===== config.mk =====
export PLATFORM = sky130hd
export DESIGN_NAME = neander_ctrl
export DESIGN_NICKNAME = d
export VERILOG_FILES = /design/src/rtl/neander_ctrl.sv
export SDC_FILE = /design/constraint.sdc
export NUM_CORES = 1
export LEC_CHECK = 0
export ABC_AREA = 1
export CAP_MARGIN = 20
export CORE_MARGIN = 2
export CORE_UTILIZATION = 39
export CTS_CLUSTER_DIAMETER = 30
export DETAILED_ROUTE_END_ITERATION = 12
export PLACE_DENSITY = 0.79
export SKIP_LAST_GASP = 1
export SLEW_MARGIN = 25
export SYNTH_ARGS = -nofsm -noshare
export SYNTH_HDL_FRONTEND = slang
export SYNTH_SLANG_ARGS = --single-unit

===== constraint.sdc =====
create_clock -name clk -period 1.1 [get_ports clk]
set_input_delay 0.165 -clock clk [delete_from_list [all_inputs] [get_ports clk]]
set_output_delay 0.165 -clock clk [all_outputs]
set_load 0.03 [all_outputs]

===== src/rtl/neander_ctrl.sv =====
// Neander control unit: Moore FSM sequencing fetch, decode and execute strobes
// for the Neander datapath (AC, NZ, PC, REM, RDM, RI, ULA, memory).
module neander_ctrl (
    input  logic       clk,
    input  logic       rst,
    input  logic [3:0] opcode,
    input  logic       N,
    input  logic       Z,
    output logic [2:0] selULA,
    output logic       sel_ac,
    output logic       sel_rem,
    output logic       sel_rdm,
    output logic       carga_ac,
    output logic       carga_nz,
    output logic       carga_pc,
    output logic       inc_pc,
    output logic       carga_rem,
    output logic       carga_rdm,
    output logic       carga_ri,
    output logic       mem_rd,
    output logic       mem_wr,
    output logic       halted
);

    typedef enum logic [3:0] {
        F0, F1, F2, DEC, OP0, OP1, OP2, LD0, LD1, ST0, ST1, SKIP, JP, HALT
    } state_t;

    state_t     state, state_nx;
    logic [3:0] op_q;

    // Opcode is captured on leaving DEC; execute states only look at op_q.
    always_ff @(posedge clk) begin
        if (rst) begin
            state <= F0;
            op_q  <= '0;
        end else begin
            state <= state_nx;
            if (state == DEC)
                op_q <= opcode;
        end
    end

    always_comb begin
        state_nx  = state;
        selULA    = 3'b100;
        sel_ac    = 1'b0;
        sel_rem   = 1'b0;
        sel_rdm   = 1'b0;
        carga_ac  = 1'b0;
        carga_nz  = 1'b0;
        carga_pc  = 1'b0;
        inc_pc    = 1'b0;
        carga_rem = 1'b0;
        carga_rdm = 1'b0;
        carga_ri  = 1'b0;
        mem_rd    = 1'b0;
        mem_wr    = 1'b0;
        halted    = 1'b0;

        unique case (state)
            F0: begin
                carga_rem = 1'b1;
                state_nx  = F1;
            end
            F1: begin
                mem_rd    = 1'b1;
                carga_rdm = 1'b1;
                inc_pc    = 1'b1;
                state_nx  = F2;
            end
            F2: begin
                carga_ri = 1'b1;
                state_nx = DEC;
            end
            DEC: begin
                case (opcode)
                    4'b0001, 4'b0010, 4'b0011,
                    4'b0100, 4'b0101, 4'b1000: state_nx = OP0;
                    4'b0110:                   state_nx = LD1;
                    4'b1001:                   state_nx = N ? OP0 : SKIP;
                    4'b1010:                   state_nx = Z ? OP0 : SKIP;
                    4'b1111:                   state_nx = HALT;
                    default:                   state_nx = F0;
                endcase
            end
            OP0: begin
                carga_rem = 1'b1;
                state_nx  = OP1;
            end
            OP1: begin
                mem_rd    = 1'b1;
                carga_rdm = 1'b1;
                inc_pc    = 1'b1;
                state_nx  = (op_q[3:2] == 2'b10) ? JP : OP2;
            end
            OP2: begin
                carga_rem = 1'b1;
                sel_rem   = 1'b1;
                state_nx  = (op_q == 4'b0001) ? ST0 : LD0;
            end
            LD0: begin
                mem_rd    = 1'b1;
                carga_rdm = 1'b1;
                state_nx  = LD1;
            end
            LD1: begin
                carga_ac = 1'b1;
                carga_nz = 1'b1;
                case (op_q)
                    4'b0010: sel_ac = 1'b1;
                    4'b0011: selULA = 3'b000;
                    4'b0100: selULA = 3'b001;
                    4'b0101: selULA = 3'b010;
                    4'b0110: selULA = 3'b011;
                    default: ;
                endcase
                state_nx = F0;
            end
            ST0: begin
                carga_rdm = 1'b1;
                sel_rdm   = 1'b1;
                state_nx  = ST1;
            end
            ST1: begin
                mem_wr   = 1'b1;
                state_nx = F0;
            end
            SKIP: begin
                inc_pc   = 1'b1;
                state_nx = F0;
            end
            JP: begin
                carga_pc = 1'b1;
                state_nx = F0;
            end
            HALT: begin
                halted   = 1'b1;
                state_nx = HALT;
            end
            default: state_nx = F0;
        endcase
    end

endmodule


==> metrics, run 1 <==
number of cells in the finished layout apart from fillers 187; vertical die dimension 45.6 um; family with the most delay on the worst path buffers and inverters; worst max-slew margin expressed relative to the limit 0.749; relative area change from synthesis to final layout 114%; clock tree from TritonCTS yes; final number of max-transition violations 0; overall die area 0.00208 mm2; cell with the largest stage delay on the worst path sky130_fd_sc_hd__dfxtp_4; library cells used by synthesis 25; cell count after synthesis 109; CTS Sinks 8; layout filler cell count 90; Detailed Routing Iterations Pass 1 4; die width 45.6 um; final worst slack -0.589 ns; Static Leak 0.662 nW; DRC viols 0; Clock transition at path regs 0.06 ns; Cell Pwr Density 725 mW/mm2; peak supply drop 0.000626 V; deepest clock path buffer count 2; Seq/Total Area, Yosys 0.237; required time at the worst-slack endpoint 0.94 ns; worst hold margin 0.387 ns; total of flip-flops plus latches after synthesis 8; number of levels in the clock H-tree 1; vias in the first global route 954; outcome finished with violations; Startpoint Class flop; Hold WC Path Type input port to flop; library cell used as clock root buffer sky130_fd_sc_hd__clkbuf_4; violated checks negative setup slack; fraction of final layout cells sized beyond drive strength 1 0.588; Initial DRC Count 30; post-synth design cell area 676 um2; met3 Track Usage GR 0.0119; RSZ-0062 raised after global routing true; antenna-violating nets left 0; Critical path buffers and inverters 5; number of nets in the final layout 180; starting density of the core 0.404; biggest cell delay along the critical path 0.38 ns; final period demand of the worst path 1.69 ns; routed len/inst 16.7 um; count of final setup violators 24; Routed WL 3130 um; count of hold buffers inserted by post-cts repair 0; vias after detailed routing 1044; worst path arrival time 1.52 ns; synthesized netlist net count 117; endpoints failing hold 0; later-pin clock latency in the skew report 0.25 ns; global-route wire length before repair 3970 um; ordered list of cells on the worst path inv_4 > nor2_4 > inv_2 > buf_6 > nor2_4 > inv_4 > a211oi_4 > buf_6; warnings from Yosys 0; number of maximum-capacitance violations 0; number of CTS-inserted buffers 3; global-route met1 utilization 0.258; maximum operating frequency 592 MHz; maximum fanout along the worst path 4; initial antenna violation count 0; Avg Synthesized Cell Area 6.20 um2; number of antenna repair diodes 0; actual transition at the worst max-transition pin 0.375 ns; Avg Vias per Cell 5.58; Cell Rows 15; grt ovf 0; dpl cells 175; routability congestion estimate 0.840; crit path kind flop to output pin; Critical Path End Type output pin; grt peak-use layer met2; met2 track demand over resource 0.555; period utilization 1.54; pin count of the biggest net entering global routing 10; Total GRT Usage 0.263; estimated wirelength of the detail-placed design 1650 um; count of buffers from port buffering 23; Core Footprint 0.00167 mm2; Post-Route Skew 0.00593 ns; io pins 24
## cell usage after synthesis
| master | n | area share |
|---|---|---|
| sky130_fd_sc_hd__nand2_1 | 20 | 0.11 |
| sky130_fd_sc_hd__nor2_1 | 19 | 0.11 |
| sky130_fd_sc_hd__inv_1 | 10 | 0.056 |
| sky130_fd_sc_hd__nand3_1 | 10 | 0.074 |
| sky130_fd_sc_hd__dfxtp_1 | 8 | 0.24 |
| sky130_fd_sc_hd__a21oi_1 | 7 | 0.052 |
| sky130_fd_sc_hd__inv_2 | 7 | 0.039 |
| sky130_fd_sc_hd__nor3_1 | 4 | 0.030 |
| sky130_fd_sc_hd__a211oi_1 | 3 | 0.033 |
| sky130_fd_sc_hd__a211oi_2 | 2 | 0.037 |
| sky130_fd_sc_hd__nand3b_1 | 2 | 0.022 |
| sky130_fd_sc_hd__nor2_2 | 2 | 0.019 |
| sky130_fd_sc_hd__nor2_4 | 2 | 0.033 |
| sky130_fd_sc_hd__o21ai_0 | 2 | 0.015 |
| sky130_fd_sc_hd__buf_1 | 1 | 0.0056 |
| sky130_fd_sc_hd__buf_4 | 1 | 0.011 |
| sky130_fd_sc_hd__nand2_2 | 1 | 0.0093 |
| sky130_fd_sc_hd__nand2_4 | 1 | 0.017 |
| sky130_fd_sc_hd__nand3_4 | 1 | 0.026 |
| sky130_fd_sc_hd__nand4_1 | 1 | 0.0093 |
| sky130_fd_sc_hd__nor4_2 | 1 | 0.019 |
| sky130_fd_sc_hd__o211ai_1 | 1 | 0.011 |
| sky130_fd_sc_hd__o21bai_1 | 1 | 0.011 |
| sky130_fd_sc_hd__o22ai_1 | 1 | 0.0093 |
| sky130_fd_sc_hd__or2_2 | 1 | 0.0093 |
## final cells by class
type	count	area [um2]	area share
multi-input cells	83	613	0.424
repair buffers	59	539	0.373
flip-flops and latches	8	175	0.121
inverters	17	73.8	0.0511
clock buffers	3	22.5	0.0156
well taps	17	21.3	0.0147
## where the power goes
part	internal [mW]	switching [mW]	leakage, nW
Clock	0.125	0.0996	0.0138
Sequential	0.304	0.0232	0.0680
Combinational	0.226	0.269	0.580
Total	0.655	0.392	0.662
## stage by stage
stage / setup TNS [ns] / utilization / power [mW] / setup WS, ns / area (um2)
after floorplan: -2.34 / - / 0.524 / -0.325 / 749
after global placement: -3.21 / 0.696 / 0.687 / -0.511 / 1160
after detailed placement: -3.76 / 0.696 / 0.696 / -0.531 / 1160
after CTS: -6.17 / 0.802 / 0.973 / -0.584 / 1340
after global routing: -8.90 / 0.865 / 1.09 / -0.703 / 1450
final: -7.95 / 0.865 / 1.05 / -0.589 / 1450
## sequential cells by signal, summed over array words and instances (netlist names)
name	count
op_q	4
state	4
## timing repair
| action | 4_1_cts | 5_1_grt |
|---|---|---|
| setup buffers | 5 | 6 |
| gates resized for setup | 35 | 25 |
| gates cloned | 0 | 1 |
| setup endpoints to repair | 20 | 24 |
| pin swaps | 16 | 13 |
## worst paths after layout
kind,from,endpoint,slack (ns),cells past startpoint
hold / removal,opcode[3],op_q[3],0.39,4
setup / recovery,state[3],selULA[1],-0.59,8
setup reg to reg,state[1],state[2],-0.29,10
hold reg to reg,op_q[1],op_q[1],0.58,2
## routing by layer
layer,part of all wire,up-vias
met4,0.046,0
li1,-,482
met1,0.35,484
met3,0.059,20
met5,0,-
met2,0.54,58
## cells in the final DEF (no fill, tap or decap), types with 2 or more instances in the layout
master	netlist	final
sky130_fd_sc_hd__nor3_2	0	2
sky130_fd_sc_hd__clkdlybuf4s50_1	0	3
sky130_fd_sc_hd__dlygate4sd2_1	0	2
sky130_fd_sc_hd__nand2_1	20	17
sky130_fd_sc_hd__clkbuf_4	0	3
sky130_fd_sc_hd__inv_4	0	4
sky130_fd_sc_hd__a21oi_2	0	2
sky130_fd_sc_hd__nor3_4	0	2
sky130_fd_sc_hd__dlymetal6s2s_1	0	2
sky130_fd_sc_hd__nand2_4	1	4
sky130_fd_sc_hd__nor2_4	2	7
sky130_fd_sc_hd__dfxtp_4	0	4
sky130_fd_sc_hd__a21oi_1	7	5
sky130_fd_sc_hd__nand3b_1	2	2
sky130_fd_sc_hd__buf_6	0	21
sky130_fd_sc_hd__a211oi_1	3	2
sky130_fd_sc_hd__inv_1	10	8
sky130_fd_sc_hd__buf_4	1	30
sky130_fd_sc_hd__inv_2	7	5
sky130_fd_sc_hd__dfxtp_1	8	4
sky130_fd_sc_hd__a211oi_2	2	2
sky130_fd_sc_hd__nor2_2	2	4
sky130_fd_sc_hd__nand3_2	0	2
sky130_fd_sc_hd__nor2_1	19	12
sky130_fd_sc_hd__nand3_1	10	9
## tightest hold or removal path, stage by stage
cell                             delay (ns)
sky130_fd_sc_hd__dlymetal6s2s_1        0.15
sky130_fd_sc_hd__inv_1                 0.10
sky130_fd_sc_hd__buf_4                 0.12
sky130_fd_sc_hd__a211oi_2              0.05
## logic make-up after synthesis
family | synth area share
AO/OA/AOI/OAI | 0.169
buffers and inverters | 0.111
flip-flops | 0.237
AND/OR/NAND/NOR | 0.483
(Power assumes the default switching activity.)
==> inputs of run 2 (changes only) <==
Settings changed: CTS_CLUSTER_SIZE set to 25.
==> results of run 2 <==
Final layout, timing and power as in run 1 (identical DEF).
